<file path="src/rtl/spi_regfile.sv">
// spi_regfile -- SPI (mode 0) slave giving read/write access to a bank of
// DATA_W-bit registers. All SPI pins are synchronised into the clk domain.
// Each frame has an 8-bit command (bit 7 = write, bits 6:0 = address)
// followed by DATA_W data bits, MSB first.
//
// Ports:
//   clk, rst          system clock, synchronous active-high reset
//   sck, mosi, ncs    asynchronous SPI slave inputs
//   status[7:0]       byte shifted out during the command phase
//   miso, miso_oe     SPI data out and its output enable
//   q_c[7:0]          last complete command byte
//   q                 all registers, register k at [k*DATA_W +: DATA_W]
//   wr_stb, wr_addr   one-clk pulse and address of each committed write
//   frame_err         one-clk pulse for each rejected frame
module spi_regfile #(
  parameter int                DATA_W    = 32,
  parameter int                N_REGS    = 4,
  parameter logic [DATA_W-1:0] RESET_VAL = '0
) (
  input  logic                     clk,
  input  logic                     rst,
  input  logic                     sck,
  input  logic                     mosi,
  input  logic                     ncs,
  input  logic [7:0]               status,
  output logic                     miso,
  output logic                     miso_oe,
  output logic [7:0]               q_c,
  output logic [N_REGS*DATA_W-1:0] q,
  output logic                     wr_stb,
  output logic [6:0]               wr_addr,
  output logic                     frame_err
);

  typedef enum logic [1:0] {
    S_IDLE = 2'd0,
    S_CMD  = 2'd1,
    S_DATA = 2'd2,
    S_DONE = 2'd3
  } state_t;

  localparam logic [6:0] LAST_CMD_BIT  = 7'd7;
  localparam logic [6:0] LAST_DATA_BIT = 7'(DATA_W - 1);
  localparam logic [7:0] N_REGS_B      = 8'(N_REGS);

  state_t              state_r, state_nx;
  logic                sck_s1_r, sck_s2_r, sck_d_r;
  logic                mosi_s1_r, mosi_s2_r;
  logic                ncs_s1_r, ncs_s2_r, ncs_d_r;
  logic [1:0]          fill_r;
  logic                armed_r;
  logic                sck_rise_s, sck_fall_s;
  logic                start_s, end_s, err_s, commit_s;
  logic                addr_ok_s;
  logic [6:0]          cmd_addr_s;
  logic [DATA_W-1:0]   rd_word_s;
  logic [DATA_W-1:0]   regs_r [N_REGS];
  logic [DATA_W-1:0]   tx_r;
  logic [DATA_W-2:0]   rx_r;
  logic [DATA_W-1:0]   stage_r;
  logic [6:0]          bit_cnt_r;
  logic                long_r;
  logic                miso_r;
  logic [7:0]          q_c_r;
  logic [6:0]          wr_addr_r;
  logic                wr_stb_r;
  logic                frame_err_r;

  // Two-flop synchronisers, edge-detect delays and the post-reset arming flag.
  // armed_r only rises once a genuinely sampled ncs=1 has passed through the
  // synchroniser, so a frame cut by reset cannot restart until ncs toggles.
  always_ff @(posedge clk) begin
    if (rst) begin
      sck_s1_r  <= 1'b0;
      sck_s2_r  <= 1'b0;
      sck_d_r   <= 1'b0;
      mosi_s1_r <= 1'b0;
      mosi_s2_r <= 1'b0;
      ncs_s1_r  <= 1'b1;
      ncs_s2_r  <= 1'b1;
      ncs_d_r   <= 1'b1;
      fill_r    <= 2'b00;
      armed_r   <= 1'b0;
    end else begin
      sck_s1_r  <= sck;
      sck_s2_r  <= sck_s1_r;
      sck_d_r   <= sck_s2_r;
      mosi_s1_r <= mosi;
      mosi_s2_r <= mosi_s1_r;
      ncs_s1_r  <= ncs;
      ncs_s2_r  <= ncs_s1_r;
      ncs_d_r   <= ncs_s2_r;
      fill_r    <= {fill_r[0], 1'b1};
      armed_r   <= armed_r | (fill_r[1] & ncs_s2_r);
    end
  end

  assign sck_rise_s = sck_s2_r & ~sck_d_r;
  assign sck_fall_s = ~sck_s2_r & sck_d_r;
  // Address of the command byte completing on this sck rising edge.
  assign cmd_addr_s = {rx_r[5:0], mosi_s2_r};
  assign addr_ok_s  = ({1'b0, q_c_r[6:0]} < N_REGS_B);

  // Read mux for the register being addressed; out-of-range reads give 0.
  always_comb begin
    rd_word_s = '0;
    for (int k = 0; k < N_REGS; k++) begin
      rd_word_s = (cmd_addr_s == 7'(k)) ? regs_r[k] : rd_word_s;
    end
  end

  // FSM state register.
  always_ff @(posedge clk) begin
    if (rst) begin
      state_r <= S_IDLE;
    end else begin
      state_r <= state_nx;
    end
  end

  // FSM next-state logic; ncs high aborts any active state.
  always_comb begin
    state_nx = state_r;
    case (state_r)
      S_IDLE: state_nx = start_s ? S_CMD : S_IDLE;
      S_CMD: begin
        if (ncs_s2_r) begin
          state_nx = S_IDLE;
        end else if (sck_rise_s && (bit_cnt_r == LAST_CMD_BIT)) begin
          state_nx = S_DATA;
        end else begin
          state_nx = S_CMD;
        end
      end
      S_DATA: begin
        if (ncs_s2_r) begin
          state_nx = S_IDLE;
        end else if (sck_rise_s && (bit_cnt_r == LAST_DATA_BIT)) begin
          state_nx = S_DONE;
        end else begin
          state_nx = S_DATA;
        end
      end
      S_DONE:  state_nx = ncs_s2_r ? S_IDLE : S_DONE;
      default: state_nx = S_IDLE;
    endcase
  end

  // FSM output decode: frame start, frame end, reject and commit.
  always_comb begin
    start_s  = 1'b0;
    end_s    = 1'b0;
    err_s    = 1'b0;
    commit_s = 1'b0;
    case (state_r)
      S_IDLE: start_s = armed_r & ncs_d_r & ~ncs_s2_r;
      S_CMD, S_DATA: begin
        end_s = ncs_s2_r;
        err_s = ncs_s2_r;
      end
      S_DONE: begin
        end_s    = ncs_s2_r;
        err_s    = ncs_s2_r & (long_r | ~addr_ok_s);
        commit_s = ncs_s2_r & ~long_r & addr_ok_s & q_c_r[7];
      end
      default: start_s = 1'b0;
    endcase
  end

  // Shift datapath, command latch and the write/error pulses.
  always_ff @(posedge clk) begin
    if (rst) begin
      miso_r      <= 1'b0;
      tx_r        <= '0;
      rx_r        <= '0;
      stage_r     <= '0;
      bit_cnt_r   <= 7'd0;
      long_r      <= 1'b0;
      q_c_r       <= 8'd0;
      wr_addr_r   <= 7'd0;
      wr_stb_r    <= 1'b0;
      frame_err_r <= 1'b0;
    end else begin
      wr_stb_r    <= commit_s;
      frame_err_r <= err_s;
      if (commit_s) begin
        wr_addr_r <= q_c_r[6:0];
      end
      if (start_s) begin
        // status[7] goes out immediately; the rest waits in the top of tx_r
        miso_r    <= status[7];
        tx_r      <= DATA_W'({status[6:0], 1'b0}) << (DATA_W - 8);
        rx_r      <= '0;
        bit_cnt_r <= 7'd0;
        long_r    <= 1'b0;
      end else if (end_s || (state_r == S_IDLE) || (state_r == S_DONE)) begin
        miso_r <= 1'b0;
        if ((state_r == S_DONE) && sck_rise_s && !end_s) begin
          long_r <= 1'b1;
        end
      end else if (sck_rise_s) begin
        rx_r <= {rx_r[DATA_W-3:0], mosi_s2_r};
        if ((state_r == S_CMD) && (bit_cnt_r == LAST_CMD_BIT)) begin
          q_c_r     <= {rx_r[6:0], mosi_s2_r};
          tx_r      <= rd_word_s;
          bit_cnt_r <= 7'd0;
        end else if ((state_r == S_DATA) && (bit_cnt_r == LAST_DATA_BIT)) begin
          stage_r   <= {rx_r, mosi_s2_r};
          miso_r    <= 1'b0;
          bit_cnt_r <= 7'd0;
        end else begin
          bit_cnt_r <= bit_cnt_r + 7'd1;
        end
      end else if (sck_fall_s) begin
        miso_r <= tx_r[DATA_W-1];
        tx_r   <= {tx_r[DATA_W-2:0], 1'b0};
      end
    end
  end

  // Register bank: changes only on reset or a committed write.
  always_ff @(posedge clk) begin
    for (int k = 0; k < N_REGS; k++) begin
      if (rst) begin
        regs_r[k] <= RESET_VAL;
      end else if (commit_s && (q_c_r[6:0] == 7'(k))) begin
        regs_r[k] <= stage_r;
      end
    end
  end

  for (genvar g = 0; g < N_REGS; g++) begin : g_flat
    assign q[g*DATA_W +: DATA_W] = regs_r[g];
  end

  assign miso      = miso_r;
  assign miso_oe   = ~ncs_s2_r;
  assign q_c       = q_c_r;
  assign wr_stb    = wr_stb_r;
  assign wr_addr   = wr_addr_r;
  assign frame_err = frame_err_r;

endmodule

</file>
<file path="config.mk">
export PLATFORM = sky130hd
export DESIGN_NAME = spi_regfile
export DESIGN_NICKNAME = d
export VERILOG_FILES = /design/src/rtl/spi_regfile.sv
export SDC_FILE = /design/constraint.sdc
export NUM_CORES = 1
export LEC_CHECK = 0
export BUFFER_PORTS_ARGS = -buffer_cell sky130_fd_sc_hd__buf_2
export CAP_MARGIN = 15
export CORE_UTILIZATION = 50
export DETAILED_ROUTE_END_ITERATION = 16
export HOLD_SLACK_MARGIN = 0.12
export PLACE_DENSITY = 0.71
export SLEW_MARGIN = 20
export SYNTH_ARGS = -nofsm -noshare
export SYNTH_HDL_FRONTEND = slang
export SYNTH_SLANG_ARGS = --single-unit
</file>
<file path="constraint.sdc">
create_clock -name clk -period 11.7 [get_ports clk]
set_clock_uncertainty 0.15 [all_clocks]
set_input_delay 0 -clock clk [delete_from_list [all_inputs] [get_ports clk]]
set_output_delay 0 -clock clk [all_outputs]
set_load 0.05 [all_outputs]
</file>
==> reports/metrics.csv, run 1 <==
stage,metric,value,unit
sta,worst-margin pin slew,0.999,ns
logic_synthesis,"EDFF count, synth",128,
routing,via-per-instance ratio,5.55,
final_layout,area of all sequential standard cells,6530,um2
floorplanning,Core ar.,21100,um2
clock_network,CTS H-tree depth,1,
worst_setup_path,Reg2Reg Setup Slack,7.62,ns
status,outcome,"finished, final reports clean",
logic_synthesis,YS warnings,0,
final_layout,area occupied by multi-input gates,3990,um2
placed_design,Port Buffer Count,159,
floorplanning,DIE AREA,22100,um2
routing,drt pass-1 iters,5,
worst_setup_path,WS Path Type,flip-flop to flip-flop,
clock_network,Clock Latency Late Sink,0.52,ns
pwr,Leak,4.91,nW
routing,Post-Route WL,26500,um
hold_path,Hold Crit Start,status[7],
global_route,GR Layer Usage met3,3.15,%
sta,crit share post-route,34.8,%
logic_synthesis,#FFs+latches synth,262,
floorplanning,Horiz. Die Dim,149,um
clock_network,clk slew on worst S/H paths,0.06,ns
floorplanning,chip height,149,um
pwr,PwrDens,150,nW/um2
clock_network,Num Clock Sinks,262,
worst_setup_path,endpoint of the worst register-to-register path,tx_r[26],
hold_path,hold path endpoint,miso,
clock_network,CTS tree,built,
clock_network,Hold Buf Count CTS,22,
floorplanning,Initial Util,51.1,%
sta,TNS Setup,0,ns
routing,violation count after the first detailed-routing iteration,588,
final_layout,"most common cell after layout, fill and taps aside",nand2_1,
global_route,met2 Resource Use GR,41.8,%
routing,vias post-DR,7788,
sta,max frequency,0.245,GHz
worst_setup_path,startpoint class of the critical path,flip-flop,
logic_synthesis,post-synth design cell area,10800,um2
worst_setup_path,worst reg-to-reg path cell count,6,
floorplanning,# rows,53,
worst_setup_path,worst path arrival time,4.33,ns
global_route,most crowded layer after global routing,met2,
worst_setup_path,"Req. time, crit path",11.96,ns
logic_synthesis,"Distinct cells, synth",47,
clock_network,root buf cell,clkbuf_16,
placed_design,HPWL Detailed,17100,um
final_layout,fillcell total,1736,
routing,Avg WL per Cell,18.9,um
final_layout,non-filler instance count after layout,1403,
routing,Final ANT Viol Nets,0,
logic_synthesis,"Seq/Total Area, Yosys",60.6,%
final_layout,Antenna Diode Count,0,
logic_synthesis,top post-synthesis cells by area,"edfxtp_1, dfxtp_1, and2_1",
logic_synthesis,"Top FF cell, synth",dfxtp_1,
final_layout,Nets,1127,
logic_synthesis,async set-reset flop share out of synthesis,0,%
worst_setup_path,Crit Path Max Fanout,34,
sta,final setup violation count,0,
job,Max Cap Viol,0,
logic_synthesis,largest area contributor in the synthesized netlist,edfxtp_1,
routing,DRC viols,0,
global_route,initial antenna violation count,0,
logic_synthesis,syn nets,973,
final_layout,most frequent cells in the layout,"nand2_1, buf_2, dfxtp_1, and2_1, edfxtp_1",
sta,RSZ-0062 raised after global routing,no,
global_route,GRT overflow,0,
global_route,met1 Usage GRT,32.2,%
logic_synthesis,synthesized instance count,954,
hold_path,Hold WC Path Type,primary input to flip-flop,
placed_design,Final Wtd Congestion,0.812,
global_route,overall global routing resource usage,24.0,%
worst_setup_path,critical path endpoint category,flip-flop,
logic_synthesis,share of the synthesized area in the top cell type,35.7,%
sta,final max-slew violation count,0,
sta,worst rel slew slack,33.4,%
hold_path,worst hold path stage count,4,
logic_synthesis,Avg Inst Size Synth,11.3,um2
final_layout,share of layout cells above drive strength 1,24.6,%
global_route,largest net degree at the start of global routing,66,
clock_network,clk buf depth,3,
clock_network,total CTS buffers,27,
worst_setup_path,Reg-to-Reg Start,sck_s2_r,
floorplanning,I/O pin count,160,
sta,Fin. Hold Viols,0,
sta,Period minus WS final,4.08,ns
pwr,Peak VDD IR,0.0965,mV
global_route,first-pass GRT wire length,40900,um
clock_network,post-CTS setup buffers,0,
final_layout,Syn-to-layout area delta,19.6,%
clock_network,post-CTS sizing,0,
global_route,vias in the first global route,7487,
placed_design,Post-Place Cells,1332,
[metrics by stage]
stage | hold WS (ns) | total power [mW] | util (%) | cell area [um2] | setup WS [ns]
after floorplan | -0.0462 | 1.10 | - | 10800 | 7.32
after global placement | 0.0410 | 1.13 | 56.0 | 11800 | 8.31
final | 0.193 | 1.93 | 61.1 | 12900 | 7.62
after CTS | 0.175 | 1.94 | 61.1 | 12900 | 7.75
after detailed placement | 0.0422 | 1.13 | 56.0 | 11800 | 8.23
after global routing | 0.209 | 1.98 | 61.1 | 12900 | 7.36
[power breakdown]
group	switching (mW)	internal, mW
logic	0.0983	0.0318
registers	0.0105	0.977
clock network	0.345	0.469
total	0.453	1.48
[registers in the layout (all words and copies together), names as in the netlist, 2 cells and up]
register	cells
q_c	8
rx_r	31
bit_cnt_r	7
regs_r	128
wr_addr	7
fill_r	2
tx_r	32
state_r	2
stage_r	32
[layout make-up]
class                      count  area share, %
timing repair buffer         198           8.88
multi-input combinational    611           31.0
clock inverter                10          0.398
sequential                   262           50.7
clock buffer                  39           6.15
inverter                       8          0.233
tap                          275           2.67
[logic make-up after synthesis]
kind of cell,count (synthesis),share of synthesized area [%]
AOI/OAI and AO/OA,153,8.66
xor gates and xnor gates,3,0.244
adders and majority gates,6,0.697
buffers and inverters,81,3.09
DFF,262,60.6
muxes,49,8.35
and+or+nand+nor,400,18.4
[synthesized netlist by cell type, types with 2 or more instances]
cell type	number
clkbuf_1	56
xor2_1	3
nand3_1	3
buf_1	4
a311oi_1	31
nand2b_1	2
a21oi_1	100
dfxtp_1	134
edfxtp_1	128
and4_1	3
o31ai_1	2
mux4_2	32
nor4_1	4
nand4_1	6
mux2_2	7
a2111oi_0	2
inv_1	8
nand2_1	197
buf_2	11
buf_6	2
nor3_1	3
or4_1	3
and3_1	8
nor2_1	23
ha_1	6
mux2i_1	10
and2_1	131
nor4b_1	2
or2_2	3
o21ai_0	7
nor2b_1	7
[worst max-delay path: stages (launching register included)]
cell and delay [ns]:
dfxtp_1 0.31, ha_1 0.34, inv_1 0.75, a31o_2 0.65, and2_1 0.90, a311oi_1 0.21, dlygate4sd3_1 0.63
[routing by layer]
metal	vias up	share of wire (%)
li1	3670	-
met4	0	1.2
met2	230	50
met5	-	0
met1	3861	43
met3	27	5.7
[worst max path at each step]
stage	from	depth (start not counted)	end
2_1_floorplan	q_c[2]	4	regs_r[0][0]
3_3_place_gp	sck_d_r	6	tx_r[6]
3_5_place_dp	state_r[1]	5	regs_r[0][13]
4_1_cts	sck_s2_r	6	tx_r[31]
5_1_grt	sck_d_r	7	tx_r[26]
6_report	sck_s2_r	6	tx_r[26]
Note: power is estimated with default switching activity, not from simulation.
==> inputs of run 2 (changes only) <==
- PLACE_DENSITY: 0.71 -> 0.74
- clock period: 11.7 -> 3.4 ns (I/O delays scaled with it)
==> run 2 against run 1 <==
Net effect:
- maximum frequency increased by 43%
- wire length up 3.9%
- largest cell class unchanged
- register-to-register slack lost 7.1 ns
- total power rose to 3.5 times the previous value
- die area stayed put
- combinational power grew to 3.5 times the previous value
- via count up 3.0%
==> reports/metrics.csv, run 2 (synthesis gave the netlist of run 1 again) <==
stage,metric,value,unit
routing,via-per-instance ratio,5.67,
routing,drt pass-1 iters,5,
clock_network,total CTS buffers,26,
placed_design,Post-Place Cells,1349,
placed_design,Final Wtd Congestion,0.860,
routing,Avg WL per Cell,19.4,um
sta,worst-margin pin slew,0.687,ns
routing,DRC viols,0,
worst_setup_path,worst path arrival time,2.86,ns
sta,final max-slew violation count,0,
floorplanning,chip height,149,um
sta,crit share post-route,83.6,%
pwr,Leak,4.98,nW
global_route,vias in the first global route,7597,
sta,Fin. Hold Viols,0,
sta,TNS Setup,0,ns
floorplanning,Core ar.,21100,um2
final_layout,Nets,1140,
sta,Period minus WS final,2.84,ns
routing,Final ANT Viol Nets,0,
global_route,GRT overflow,0,
job,Max Cap Viol,0,
status,outcome,"finished, final reports clean",
floorplanning,I/O pin count,160,
final_layout,share of layout cells above drive strength 1,25.6,%
floorplanning,DIE AREA,22100,um2
worst_setup_path,Crit Path Max Fanout,32,
worst_setup_path,critical path endpoint category,flip-flop,
final_layout,"most common cell after layout, fill and taps aside",nand2_1,
pwr,Peak VDD IR,0.436,mV
final_layout,Syn-to-layout area delta,21.0,%
worst_setup_path,WS Path Type,flip-flop to flip-flop,
clock_network,Clock Latency Late Sink,0.53,ns
final_layout,non-filler instance count after layout,1416,
global_route,largest net degree at the start of global routing,38,
sta,worst rel slew slack,54.2,%
final_layout,Antenna Diode Count,0,
global_route,overall global routing resource usage,25.0,%
global_route,initial antenna violation count,0,
pwr,Total Power,6.72,mW
floorplanning,Horiz. Die Dim,149,um
routing,vias post-DR,8025,
floorplanning,Initial Util,51.1,%
clock_network,clk slew on worst S/H paths,0.06,ns
clock_network,CTS H-tree depth,1,
sta,final setup violation count,0,
clock_network,CTS tree,built,
final_layout,Biggest register,regs_r,
final_layout,Top Registers,"regs_r (128), stage_r (32), tx_r (32)",
clock_network,Num Clock Sinks,262,
hold_path,Hold WC Path Type,flip-flop to flip-flop,
placed_design,placed cell area,12000,um2
clock_network,root buf cell,clkbuf_16,
floorplanning,# rows,53,
global_route,first-pass GRT wire length,42500,um
placed_design,Port Buffer Count,159,
worst_setup_path,"Req. time, crit path",3.41,ns
final_layout,fillcell total,1722,
placed_design,HPWL Detailed,17900,um
worst_setup_path,startpoint class of the critical path,flip-flop,
final_layout,fin area,13000,um2
sta,max frequency,0.352,GHz
pwr,PwrDens,516,nW/um2
routing,Post-Route WL,27500,um
sta,RSZ-0062 raised after global routing,no,
final_layout,most frequent cells in the layout,"nand2_1, buf_2, dfxtp_1, and2_1, edfxtp_1",
routing,violation count after the first detailed-routing iteration,605,
final_layout,max FFs per register,128,
clock_network,post-CTS sizing,0,
clock_network,clk buf depth,3,
[run 2: path summary, 6_finish.rpt]
| check | start | end | slack, ns | cells after the start |
|---|---|---|---|---|
| worst min-delay path | ncs_s1_r | ncs_s2_r | 0.28 | 1 |
| worst min register to register | ncs_s1_r | ncs_s2_r | 0.28 | 1 |
| worst max-delay path | state_r[0] | regs_r[0][15] | 0.56 | 5 |
| worst max register to register | state_r[0] | regs_r[0][15] | 0.56 | 5 |
[run 2: stage by stage]
step / setup WS, ns / utilization [%] / hold WS [ns]
6_report: 0.558 / 61.8 / 0.278
5_1_grt: 0.418 / 61.8 / 0.290
4_1_cts: 0.578 / 61.8 / 0.281
3_5_place_dp: 0.595 / 56.8 / 0.0386
3_3_place_gp: 0.708 / 56.8 / 0.0394
2_1_floorplan: -0.861 / - / -0.0462
[run 2: timing repair]
action                    4_1_cts  5_1_grt
hold endpoints to repair       34        0
setup buffers                   0        0
hold buffers                   19        0
[run 2: where the power goes]
part / internal, mW / switching, mW / leakage [nW]
registers: 3.36 / 0.0403 / 2.40
clock network: 1.69 / 1.18 / 0.424
logic: 0.117 / 0.337 / 2.15
[run 2: final cells by class]
| class | instances | area, um2 | share of cell area (%) |
|---|---|---|---|
| sequential | 262 | 6530 | 50.1 |
| multi-input combinational | 611 | 3990 | 30.6 |
| timing repair buffer | 212 | 1280 | 9.81 |
| clock buffer | 36 | 749 | 5.75 |
| tap | 275 | 344 | 2.64 |
| clock inverter | 12 | 109 | 0.835 |
| inverter | 8 | 30.0 | 0.230 |
[run 2: critical path, stage by stage, from the launching register on]
cell	delay, ns
dfxtp_1	0.37
ha_1	0.35
and2_1	0.20
nand4_1	0.50
o31ai_4	0.37
buf_4	0.52
[run 2: layer usage]
layer / track usage, % / vias up / share of wire, %
met5: 0 / - / 0
met4: 9.23 / 0 / 3.0
met3: 4.50 / 56 / 6.7
met2: 41.1 / 318 / 49
met1: 33.2 / 3949 / 42
li1: - / 3702 / -
